==> src/rtl/ov7670_dvp_tx.sv <==
// OV7670-style DVP transmitter: VSYNC/HREF/RGB444 byte stream from an internal test pattern.
// Define DVP_TX_EXT_PIX_EN to add the pix_req/pix_in external pixel source for pattern 3.
module ov7670_dvp_tx #(
  parameter int H_ACTIVE    = 320,
  parameter int V_ACTIVE    = 240,
  parameter int H_BLANK     = 144,
  parameter int VSYNC_LINES = 3,
  parameter int V_BACK      = 17,
  parameter int V_FRONT     = 10
) (
  input  logic        clk,
  input  logic        rst_n,
  input  logic        en,
  input  logic [1:0]  pattern_sel,
`ifdef DVP_TX_EXT_PIX_EN
  output logic        pix_req,
  input  logic [11:0] pix_in,
`endif
  output logic        dvp_vsync,
  output logic        dvp_href,
  output logic [7:0]  dvp_d,
  output logic        frame_done,
  output logic [7:0]  frame_cnt,
  output logic        busy
);

  // state  | meaning
  // IDLE   | stopped, outputs quiet
  // VSYNC  | VSYNC_LINES lines with dvp_vsync high
  // VBACK  | V_BACK blank lines before the picture
  // ACTIVE | V_ACTIVE lines, HREF high for 2*H_ACTIVE bytes each
  // VFRONT | V_FRONT blank lines; frame_done in its last cycle
  typedef enum logic [2:0] {S_IDLE, S_VSYNC, S_VBACK, S_ACTIVE, S_VFRONT} state_t;

  localparam int L         = 2 * H_ACTIVE + H_BLANK;
  localparam int HC_W      = ($clog2(L) < 9) ? 9 : $clog2(L);
  localparam int N_LINES   = VSYNC_LINES + V_BACK + V_ACTIVE + V_FRONT;
  localparam int LC_W      = ($clog2(N_LINES) < 5) ? 5 : $clog2(N_LINES);
  localparam logic [HC_W-1:0] HC_LAST  = HC_W'(L - 1);
  localparam logic [HC_W-1:0] HREF_END = HC_W'(2 * H_ACTIVE);
  localparam logic [HC_W-2:0] BAR_W    = (HC_W - 1)'(H_ACTIVE / 8);

  state_t            state, state_n;
  logic [HC_W-1:0]   hc, hc_n;
  logic [LC_W-1:0]   lc, lc_n, lc_last;
  logic [1:0]        pat;
  logic [HC_W-2:0]   x_n;
  logic [2:0]        bar;
  logic [11:0]       px;
  logic              href_n;
  logic              done_n;

  // The registers below describe the cycle currently on the pins; outputs are
  // computed from the next position so they are registered without a lag.
  always_comb begin
    state_n = state;
    hc_n    = hc;
    lc_n    = lc;
    case (state)
      S_VSYNC:  lc_last = LC_W'(VSYNC_LINES - 1);
      S_VBACK:  lc_last = LC_W'(V_BACK - 1);
      S_ACTIVE: lc_last = LC_W'(V_ACTIVE - 1);
      S_VFRONT: lc_last = LC_W'(V_FRONT - 1);
      default:  lc_last = '0;
    endcase
    if (state == S_IDLE) begin
      if (en) state_n = S_VSYNC;
    end else if (hc != HC_LAST) begin
      hc_n = hc + 1'b1;
    end else begin
      hc_n = '0;
      if (lc != lc_last) begin
        lc_n = lc + 1'b1;
      end else begin
        lc_n = '0;
        case (state)
          S_VSYNC:  state_n = S_VBACK;
          S_VBACK:  state_n = S_ACTIVE;
          S_ACTIVE: state_n = S_VFRONT;
          S_VFRONT: state_n = en ? S_VSYNC : S_IDLE;
          default:  state_n = S_IDLE;
        endcase
      end
    end
  end

`ifdef DVP_TX_EXT_PIX_EN
  logic       req_n;
  logic       req_d;
  logic [7:0] ext_gb;
`endif

  always_comb begin
    x_n = hc_n[HC_W-1:1];
    bar = 3'(x_n / BAR_W);
    case (pat)
      2'd0:    px = {{4{~bar[1]}}, {4{~bar[2]}}, {4{~bar[0]}}};
      2'd1:    px = {3{x_n[7:4]}};
      2'd2:    px = (x_n[4] ^ lc_n[4]) ? 12'hFFF : 12'h000;
`ifdef DVP_TX_EXT_PIX_EN
      // byte0 takes R straight from the source; G,B were captured the cycle before
      default: px = hc_n[0] ? {4'h0, ext_gb} : pix_in;
`else
      default: px = 12'hFFF;
`endif
    endcase
    href_n = (state_n == S_ACTIVE) && (hc_n < HREF_END);
    done_n = (state_n == S_VFRONT) && (lc_n == LC_W'(V_FRONT - 1)) && (hc_n == HC_LAST);
`ifdef DVP_TX_EXT_PIX_EN
    // Request two cycles ahead of each byte0; x=0 is requested from the previous line's tail.
    req_n = (pat == 2'd3) &&
            (((state_n == S_ACTIVE) && !hc_n[0] && (hc_n <= HC_W'(2 * H_ACTIVE - 4))) ||
             ((hc_n == HC_W'(L - 2)) &&
              (((state_n == S_VBACK) && (lc_n == LC_W'(V_BACK - 1))) ||
               ((state_n == S_ACTIVE) && (lc_n != LC_W'(V_ACTIVE - 1))))));
`endif
  end

  always_ff @(posedge clk or negedge rst_n) begin
    if (!rst_n) begin
      state      <= S_IDLE;
      hc         <= '0;
      lc         <= '0;
      pat        <= 2'd0;
      dvp_vsync  <= 1'b0;
      dvp_href   <= 1'b0;
      dvp_d      <= 8'h00;
      frame_done <= 1'b0;
      frame_cnt  <= 8'h00;
      busy       <= 1'b0;
    end else begin
      state <= state_n;
      hc    <= hc_n;
      lc    <= lc_n;
      if (state_n == S_VSYNC && state != S_VSYNC) pat <= pattern_sel;
      dvp_vsync  <= (state_n == S_VSYNC);
      dvp_href   <= href_n;
      dvp_d      <= href_n ? (hc_n[0] ? px[7:0] : {4'h0, px[11:8]}) : 8'h00;
      frame_done <= done_n;
      if (done_n) frame_cnt <= frame_cnt + 1'b1;
      busy       <= (state_n != S_IDLE);
    end
  end

`ifdef DVP_TX_EXT_PIX_EN
  always_ff @(posedge clk or negedge rst_n) begin
    if (!rst_n) begin
      pix_req <= 1'b0;
      req_d   <= 1'b0;
      ext_gb  <= 8'h00;
    end else begin
      pix_req <= req_n;
      req_d   <= pix_req;
      if (req_d) ext_gb <= pix_in[7:0];
    end
  end
`endif

endmodule

==> config.mk <==
export PLATFORM = sky130hd
export DESIGN_NAME = ov7670_dvp_tx
export DESIGN_NICKNAME = d
export VERILOG_FILES = /design/src/rtl/ov7670_dvp_tx.sv
export SDC_FILE = /design/constraint.sdc
export NUM_CORES = 1
export LEC_CHECK = 0
export ABC_AREA = 1
export BUFFER_PORTS_ARGS = -buffer_cell sky130_fd_sc_hd__buf_2
export CAP_MARGIN = 10
export CORE_ASPECT_RATIO = 1.4
export CORE_MARGIN = 2
export CORE_UTILIZATION = 36
export DETAILED_ROUTE_END_ITERATION = 12
export PLACE_DENSITY = 0.54
export SLEW_MARGIN = 30
export SYNTH_ARGS = -nofsm -noshare
export SYNTH_HDL_FRONTEND = slang
export SYNTH_SLANG_ARGS = --single-unit
==> constraint.sdc <==
create_clock -name clk -period 6 [get_ports clk]
set_input_delay 1.2 -clock clk [delete_from_list [all_inputs] [get_ports clk]]
set_output_delay 1.2 -clock clk [all_outputs]
set_load 0.005 [all_outputs]
* Yosys cells after proc, flatten, opt, wreduce, memory -nomap -nowiden *
Cells that the tools add are included.

storage, ports and cells
  flip-flop bits (word level) = 44
  latch bits = 0
  memory bits (writable) = 0
  ROM bits = 0
  input bits = 5
  output and inout port bits = 20
  logic and storage cells = 56
  memories kept = 0

operators by class
  add/subtract/negate cells = 3
  multipliers = 0
  div/mod/pow operators = 1
  magnitude comparators = 1
  eq/ne operators = 14
  shift operators = 0
  mux-type cells = 16
  bitwise gates (word level) = 4
  reductions and logical operators = 7

operators by type and width
  cell                   count
  $pmux 12 s3            1
  $pmux 8 s4             1
  $mux 9                 3
  $mux 10                2
  $mux 8                 2
  $mux 12                1
  $mux 3                 4
  $pmux 3 s4             1
  $add 10x1->10 const B  1
  $eq 10x10->1 const B   1
  $lt 10x10->1 const B   1
  $ne 10x10->1 const B   1
  $add 9x1->9 const B    1
  $div 9x6->9 const B    1
  $eq 3x2->1 const B     3
  $eq 9x4->1 const B     1
  $ne 9x9->1             1
  $add 8x1->8 const B    1
  $eq 3x1->1 const B     2
  $eq 3x3->1 const B     2
  $logic_and 1x1->1      4
  $logic_not 3->1        1
  $ne 3x1->1 const B     1
  $not 1->1              3
  6 further kinds        6

* Logic depth before layout (Yosys ltp) *
Gate-level depths: netlist (run 1).

  depth after elaboration = 11
  mapped depth = 20
  mapped depth without buffers = 20

* Worst setup path after synthesis (run 1) *
OpenSTA, ideal clock, no wires.

  path kind = register to register
  from = register hc[0]
  to = register frame_cnt[4]
  setup time = 0.117 ns
  arrival = 2.147 ns
  required time = 5.883 ns
  slack = 3.736 ns
  stages on the path, launching flop included = 14
  path buffers = 0
  clock period less this slack = 2.264 ns
  path through = dfrtp_1 ha_1 nand3_1 nor2_2 nand2_2 nor4_1 xor2_1 inv_1 nand3_1 nand3b_1 nor3_2 nand3_2 nand2_1 nand2_1

on the way
  word-level cells in the longest chain between the ends = 6
  elaborated cells between the ends (all ways) = 13
  classes of those cells = 1 x add/sub; 4 x eq/ne; 6 x mux; 2 x reduce/logical

RTL lines
  element                                                line  RTL
  from (decl)                                            44    logic [HC_W-1:0] hc, hc_n;
  from (signal assigned)                                 133   hc <= hc_n;
  branches (longest 5 deep; another with $add 10x1->10)  n/a
  $logic_and 1x1->1 (*)                                  108   done_n = (state_n == S_VFRONT) && (lc_n == LC_W'(V_FRONT - 1)) && (hc_n == HC_LAST);
  to (signal assigned)                                   140   if (done_n) frame_cnt <= frame_cnt + 1'b1;
  to (decl)                                              23    output logic [7:0] frame_cnt,

Mark *: on every way between the ends.
A chain may end at the register's enable or synchronous reset.

* Worst setup path in the final report (run 1) *
  from = register hc[0]
  to = register frame_cnt[7]

Same word-level chain as after synthesis.

==> results of run 1 <==
-- power groups by stage --
stage	Clock (W)	Sequential, W	Combinational (W)
floorplan	0	0.000375	0.000284
finish	0.000238	0.000379	0.000357
global placement	0	0.000384	0.000358
detailed placement	0	0.000385	0.000360
global route	0.000262	0.000387	0.000411
CTS	0.000250	0.000379	0.000361
-- synth_stat cells, types with 2 or more instances --
cell | instances | area share, %
or2_1 | 2 | 0.44
nand3_1 | 35 | 6.2
o211ai_1 | 4 | 1.1
nor3_2 | 2 | 0.70
inv_2 | 12 | 1.6
dfrtp_1 | 44 | 39
ha_1 | 3 | 1.3
nand4_1 | 17 | 3.7
nand3_2 | 6 | 2.1
nand2_4 | 5 | 2.0
o21ai_1 | 3 | 0.53
nor2_1 | 21 | 2.8
nand3b_1 | 3 | 0.79
nor4_1 | 2 | 0.44
or2_2 | 3 | 0.66
nand2_1 | 90 | 12
a21oi_1 | 9 | 1.6
nor2_2 | 6 | 1.3
inv_1 | 46 | 6.1
o21ai_2 | 4 | 1.2
nor2_4 | 4 | 1.6
xnor2_1 | 6 | 1.9
o21bai_1 | 2 | 0.53
xor2_1 | 6 | 1.9
nand2_2 | 6 | 1.3
nor3_1 | 6 | 1.1
-- tightest hold or removal path: stages (launching register included) --
cell,delay (ps)
dfrtp_1,400
nand2_1,70
nand2_1,50
-- flip-flops by register name, indices dropped and copies added, names as in the netlist --
signal	flops
state	3
pat	2
dvp_d	8
dvp_href	1
lc	9
hc	10
dvp_vsync	1
busy	1
frame_cnt	8
frame_done	1
-- layout make-up --
class / count / area, um^2
fill: 812 / 4512
multi-input combinational: 258 / 1505
sequential: 44 / 1101
inverter: 59 / 221.5
tap: 100 / 125.1
timing repair buffer: 24 / 122.6
clock buffer: 5 / 68.82
clock inverter: 3 / 46.29
-- logic make-up (layout without fill, tap and decap cells) --
| kind of cell | after synthesis | in the layout | synth area share, % |
|---|---|---|---|
| compound gates | 29 | 29 | 7.577 |
| simple gates | 213 | 213 | 39.82 |
| flops | 44 | 44 | 38.77 |
| fa+ha+maj | 3 | 3 | 1.322 |
| xor+xnor | 13 | 13 | 4.273 |
| buf+inv | 61 | 91 | 8.238 |
-- routing by layer --
layer,wire length [um],vias up
met5,0,-
met3,222,20
li1,-,1234
met1,2676,1142
met2,3712,48
met4,262,0
-- worst max-delay path by stage --
stage                   end  slack [ps]  cells after the start
2_1_floorplan  frame_cnt[4]        3740                     13
3_3_place_gp   frame_cnt[5]        3280                     13
3_5_place_dp   frame_cnt[6]        3280                     13
4_1_cts        frame_cnt[6]        3260                     13
5_1_grt        frame_cnt[1]        3010                     13
6_report       frame_cnt[7]        3280                     13
-- through the flow --
stage | hold WS (ps) | instance area, um^2 | setup slack (ps) | total power, W
2_1_floorplan | 484.2 | 2840 | 3736 | 0.0006588
3_3_place_gp | 509.5 | 3073 | 3283 | 0.0007424
3_5_place_dp | 521.4 | 3075 | 3285 | 0.0007440
4_1_cts | 543.3 | 3191 | 3256 | 0.0009894
5_1_grt | 571.8 | 3191 | 3007 | 0.001059
6_report | 556.2 | 3191 | 3278 | 0.0009740
==> run metrics, run 1 <==
CTS sink cnt=44; cell internal pwr=0.0005761 W; Hold Crit Start=frame_cnt[7]; Util after Layout=41.42%; number of cell rows=38; Crit-path slowest cell=dfrtp_1; FF+latch count, synth=44; core area=slightly below 8000 um^2; final period utilization=45.37%; Port Buffer Count=24; Hold Crit Endpoint=frame_cnt[7]; grt peak-use layer=met2; antenna violations before repair=0; post-CTS sizing=0; crit-path cells=ha_1 > nand3_1 > nor2_2 > nand2_2 > nor4_1 > xor2_1 > inv_1 > nand3_1 > nand3b_1 > nor3_2 > nand3_2 > nand2_1 > nand2_1; GR Util met1=between 10% and 20%; status=completed; gp weighted congestion=0.9146; CTS hold repair buffers=0; GRT overflow=0; Worst Path Buf+Inv=1; reg2reg start=hc[0]; sequential share of power=38.9%; Crit Path Max Fanout=7; H-tree depth=2; CP peak stage delay=430 ps; Avg WL per Cell=13.94 um; post-route ant nets=0; area of the mapped netlist=2840 um^2; fmax=367.4 MHz; Vias/cell=4.957; Peak VDD IR=0.0001276 V; dpl hpwl=about 5400 um; total track usage=17.64%; Layout Nets=400; most frequent cells in the layout=90 x nand2_1, 46 x inv_1, 44 x dfrtp_1, 35 x nand3_1, 23 x buf_2; share of cells above drive strength 1=~23%; Final setup viols=0; TritonCTS clock tree=built; reg-to-reg endpoint=frame_cnt[7]; Num CTS Buffers=5; Synth Flop Type=dfrtp_1; RSZ-0062 raised after global routing=no; M2 GR Usage=31.96%; clock latency on the worst-skew pair=310 ps; critical path type=flip-flop to flip-flop; setup tns final=0 ps; Worst Tran Pin Value=582.2 ps; Die H=109.1 um; R2R setup slack=3280 ps; Hold Fails Final Rpt=0; post-CTS setup buffers=0; clock network power share=24.4%; Unique masters post-synth=42; Hold Path Depth=2; DIE AREA=approximately 8600 um^2; Yosys warnings=0; most common cell after layout, fill and taps aside=nand2_1; skew final=4.070 ps; PwrDens=305.3 nW/um^2; Async SR Flop Fraction=100.0%; 1st-iter DRT viols=101; Worst Hold Class=flip-flop to flip-flop; grt met3 use=3.146%; clock slew at reported path FFs=90 ps; I/O Pins=25; antenna cell count=0; fin cells=493; Lkg Pwr=1.648 nW; Psw=0.0003979 W; cells after synthesis=363; crit-path leading delay family=simple AND/OR/NAND/NOR gates; minimum clock period=2722 ps; Worst slew margin=61.19%; Sw Ratio=40.85%; max cap viols=0; combinational fraction of design power=between 30% and 40%; Layout area overhead=12.33%; number of global-route vias before repair=2,463; CTS root buf=clkbuf_8; via count=2,444; drt drc=0; Clock Path Buffers=2; fin. max-slew vios=0; cell count after placement=485; CP required=6200 ps; CP Launch Type=flip-flop; Worst R2R Path Depth=13; Worst EP arrival=2920 ps; Die Wd=roughly 79 um; Synth Net Count=371; crit end category=flip-flop; DRT Pass-1 Iters=4; Post-synth EDFFs=0; first-pass GRT wire length=11,670 um; largest net degree at the start of global routing=45; Initial Util=between 30% and 40%; CP startpoint=hc[0]; Seq/Total Area, Yosys=38.77%; WL final=6873 um; average cell area after synthesis=just under 8 um^2
Note: power is estimated with default switching activity, not from simulation.
==> inputs of run 2 (changes only) <==
==> constraint.sdc (replaced) <==
create_clock -name clk -period 2.8 [get_ports clk]
set_input_delay 0.56 -clock clk [delete_from_list [all_inputs] [get_ports clk]]
set_output_delay 0.56 -clock clk [all_outputs]
set_load 0.005 [all_outputs]
==> run 2 against run 1 <==
  * Largest power group unchanged
  * Combinational power grew 120%
  * Sequential power up 110%
  * Design area grew 0.51%
  * Clock power rose by 66%
  * Sequential share of layout area is 0.18 points lower
  * Maximum frequency grew 6.5%
==> run metrics, run 2 (same netlist as run 1, synthesis figures left out) <==
fmax=391.1 MHz; DRT Pass-1 Iters=4; 1st-iter DRT viols=108; skew final=6.378 ps; TritonCTS clock tree=built; antenna violations before repair=0; most frequent cells in the layout=90 x nand2_1, 46 x inv_1, 44 x dfrtp_1, 35 x nand3_1, 24 x buf_2; RSZ-0062 raised after global routing=no; crit-path cells=inv_2 > nand2_1 > nor2_1 > a21oi_1 > o21ai_2 > nand4_2 > nand3_1 > nand4_1 > nor3_4 > nand3_2 > nand2_1 > nand2_1; post-route ant nets=0; clock latency on the worst-skew pair=300 ps; cell count after placement=489; number of cell rows=38; CTS root buf=clkbuf_8; PwrDens=623.5 nW/um^2; Clock Path Buffers=2; crit-path leading delay family=simple AND/OR/NAND/NOR gates; crit end category=flip-flop; Hold Fails Final Rpt=0; gp weighted congestion=0.8354; critical path type=flip-flop to flip-flop; Crit-path slowest cell=dfrtp_1; Worst EP arrival=2760 ps; clock slew at reported path FFs=90 ps; CP required=roughly 3000 ps; via count=2,462; number of global-route vias before repair=~2,400; Layout area overhead=12.91%; Port Buffer Count=24; Peak VDD IR=0.0002569 V; Final setup viols=0; CP peak stage delay=430 ps; Worst Path Buf+Inv=1; Crit Path Max Fanout=6; cell repeated most along the worst path=nand2_1; final period utilization=91.31%; Worst slew margin=65.63%; most common cell after layout, fill and taps aside=nand2_1; Die Wd=approximately 80 um; largest net degree at the start of global routing=24; Lkg Pwr=1.650 nW; status=completed; Reg with most FFs=hc; first-pass GRT wire length=11,460 um; core area=a little under 8000 um^2; Worst Tran Pin Value=515.6 ps; dpl ws=~110 ps; fin. max-slew vios=0; Worst Hold Class=input port to async pin; CTS sink cnt=44; max cap viols=0; Layout Nets=between 400 and 500; fin cells=496; WL final=approximately 7000 um; area of placed instances=3103 um^2; I/O Pins=25; DIE AREA=8626 um^2; Final Cell Area=roughly 3200 um^2; max FFs per register=10; dpl hpwl=5454 um; H-tree depth=2; Vias/cell=4.964; setup tns final=0 ps; final worst slack=243.4 ps; Die H=109.1 um; Avg WL per Cell=roughly 14 um; biggest regs=hc x10, lc x9; Num CTS Buffers=5; drt drc=0; GRT overflow=0; total track usage=about 17%; Initial Util=between 30% and 40%; CP Launch Type=flip-flop; antenna cell count=0; minimum clock period=2557 ps; share of cells above drive strength 1=24.24%
## run 2: cell types whose count changed in the layout (fill, tap and decap cells not counted)
cell	delta
nor3_1	-2
nor3_4	+1
buf_2	+1
buf_4	+3
nor4_2	+1
inv_6	-1
nor4_1	-1
bufinv_16	-1
nor3_2	+1
clkinv_2	+1
## run 2: cell type report
type	count	area, um^2
inverter	59	221.5
multi-input combinational	258	1528
sequential	44	1101
clock inverter	2	12.51
clock buffer	5	68.82
tap	100	125.1
timing repair buffer	28	150.1
fill	834	4496
## run 2: path summary, 6_finish.rpt
| kind | startpoint | endpoint | slack (ps) | depth (start not counted) |
|---|---|---|---|---|
| worst max-delay path | state[2] | frame_cnt[7] | 240 | 12 |
| worst min-delay path | rst_n | lc[5] | 220 | 1 |
| worst max register to register | state[2] | frame_cnt[7] | 240 | 12 |
| worst min register to register | pat[0] | pat[0] | 540 | 2 |
| max in group asynchronous | rst_n | pat[1] | 1870 | 2 |
| min in group clk | pattern_sel[0] | pat[0] | 490 | 3 |
## run 2: where the power goes
part	switching [W]	internal (W)	leakage, nW
Sequential	0.0000909	0.000718	0.592
Clock	0.000225	0.000169	0.0400
Combinational	0.000522	0.000274	1.02
## run 2: per-stage QoR
step / util (%) / power [W] / hold WS [ps]
CTS: 41.34 / 0.002018 / 239.1
global placement: 40.29 / 0.001611 / 515.1
floorplan: - / 0.001412 / 264.4
global route: 41.63 / 0.002150 / 252.0
detailed placement: 40.29 / 0.001616 / 523.7
finish: 41.63 / 0.002000 / 222.1
## run 2: timing repair
item / 4_1_cts / 5_1_grt
setup buffers: 0 / 0
hold buffers: 0 / 0
gates resized for setup: 0 / 4
endpoints found under the setup margin: 0 / 7
## run 2: per-layer routing
layer	wire, um	share of wire [%]	up-vias	track usage [%]
met1	2709	39	1170	18.34
met5	0	0	-	0
met2	3685	54	38	32.20
met4	324	4.7	0	8.744
li1	-	-	1235	-
met3	153	2.2	19	2.980
==> inputs of run 3 (changes only) <==
--- a/config.mk
+++ b/config.mk
@@ -11,6 +11,7 @@
 export CORE_ASPECT_RATIO = 1.4
 export CORE_MARGIN = 2
 export CORE_UTILIZATION = 36
+export CTS_BUF_LIST = sky130_fd_sc_hd__clkbuf_16
 export DETAILED_ROUTE_END_ITERATION = 12
 export PLACE_DENSITY = 0.54
 export SLEW_MARGIN = 30
==> run 3 against run 2 <==
  * Sequential share of layout area shrank 0.59 points
  * Non-clock buffer count unchanged
  * Clock skew is 2.1 ps lower
  * Sequential power about the same
  * Critical path depth grew 1
  * Largest cell class unchanged
  * Maximum frequency hardly changed
  * Clock power grew 44%
  * Design area increased by 1.8%
==> run metrics, run 3 (same netlist as run 1, synthesis figures left out) <==
status=completed; Hold Slack=244.4 ps; RSZ-0062 raised after global routing=no; antenna violations before repair=0; post-route ant nets=0; Avg WL per Cell=13.87 um; biggest regs=hc x10, lc x9; max cap viols=0; gp weighted congestion=0.8354; largest net degree at the start of global routing=24; Worst Hold Class=input port to async pin; Worst Tran Pin Value=518.4 ps; Final setup viols=0; combinational fraction of design power=36.7%; crit end category=flip-flop; Num CTS Buffers=5; clock network power share=26.1%; setup tns final=0 ps; Crit Path Max Fanout=7; DRT Pass-1 Iters=5; number of cell rows=38; Hold Fails Final Rpt=0; 1st-iter DRT viols=107; CTS hold repair buffers=0; dpl hpwl=5454 um; Peak VDD IR=0.0002817 V; number of global-route vias before repair=2,424; fmax=a little under 400 MHz; H-tree depth=2; antenna cell count=0; cell count after placement=489; Lkg Pwr=between 1.5 and 2 nW; I/O Pins=25; Util after Layout=42.37%; PwrDens=roughly 670 nW/um^2; WL final=6879 um; sequential share of power=37.3%; Worst slew margin=65.44%; share of cells above drive strength 1=24.24%; total track usage=17.33%; TritonCTS clock tree=built; critical path type=flip-flop to flip-flop; CTS root buf=clkbuf_16; CTS sink cnt=44; Vias/cell=4.990; most frequent cells in the layout=90 x nand2_1, 46 x inv_1, 44 x dfrtp_1, 35 x nand3_1, 24 x buf_2; drt drc=0; first-pass GRT wire length=11,430 um; skew final=4.266 ps; via count=2,475; Sw Ratio=39.48%; fin. max-slew vios=0; R2R setup slack=240 ps; Worst EP arrival=2740 ps; Clock Path Buffers=2; Die Wd=79.07 um; DIE AREA=between 8000 and 9000 um^2; cell internal pwr=0.001317 W; most common cell after layout, fill and taps aside=nand2_1; Die H=109.1 um; FILL cells=825; CP Launch Type=flip-flop; CP required=2980 ps; minimum clock period=2557 ps; Layout area overhead=14.89%; Psw=0.0008594 W; clock slew at reported path FFs=about 60 ps; Port Buffer Count=24; Initial Util=36.87%; Layout Nets=404; core area=7702 um^2; clock latency on the worst-skew pair=290 ps; Reg with most FFs=hc; fin cells=496; max FFs per register=10; final period utilization=slightly above 90%; GRT overflow=0
## run 3: path summary, 6_finish.rpt
path                                start           end  depth (start not counted)
hold / removal                      rst_n         hc[1]                          1
hold reg to reg                    pat[0]        pat[0]                          2
setup / recovery                    hc[0]  frame_cnt[7]                         13
min in group clk           pattern_sel[1]        pat[1]                          3
max in group asynchronous           rst_n        pat[0]                          2
setup reg to reg                    hc[0]  frame_cnt[7]                         13
## run 3: critical path, stage by stage, from the launching register on
cell and delay (ps):
dfrtp_1 420, ha_1 210, nand3_1 100, nor2_2 190
nand2_2 180, nor4_2 240, xor2_1 110, inv_1 80
nand3_1 100, nand3b_1 230, nor3_4 280, nand3_2 160
nand2_1 100, nand2_1 50
## run 3: area by class of cell
type,count,area (um^2),share of cell area (%)
multi-input cells,258,1528,46.82
flip-flops and latches,44,1101,33.74
inverters,59,221.5,6.787
clock buffers,5,125.1,3.834
clock inverters,2,12.51,0.3834
well taps,100,125.1,3.834
repair buffers,28,150.1,4.601
## run 3: power groups by stage
| stage | logic [W] | registers [W] | clock network [W] |
|---|---|---|---|
| detailed placement | 0.000794 | 0.000822 | 0 |
| global route | 0.000893 | 0.000824 | 0.000609 |
| floorplan | 0.000609 | 0.000803 | 0 |
| CTS | 0.000798 | 0.000811 | 0.000590 |
| global placement | 0.000789 | 0.000822 | 0 |
| finish | 0.000799 | 0.000811 | 0.000567 |
## run 3: metal layers
metal | vias up | wire (um) | global-route usage, %
li1 | 1236 | - | -
met1 | 1166 | 2670 | 18.12
met2 | 50 | 3673 | 32.45
met3 | 23 | 186 | 2.980
met4 | 0 | 350 | 9.483
met5 | - | 0 | 0
## run 3: timing repair
action	CTS	global route
gates resized for setup	0	4
endpoints found under the setup margin	0	7
buffers inserted	0	0
## run 3: through the flow
stage	setup slack [ps]	instance area, um^2	power, W
6_report	242.7	3263	0.002177
2_1_floorplan	536.0	2840	0.001412
3_5_place_dp	110.4	3103	0.001616
4_1_cts	91.39	3241	0.002200
3_3_place_gp	102.2	3103	0.001611
5_1_grt	15.22	3263	0.002327
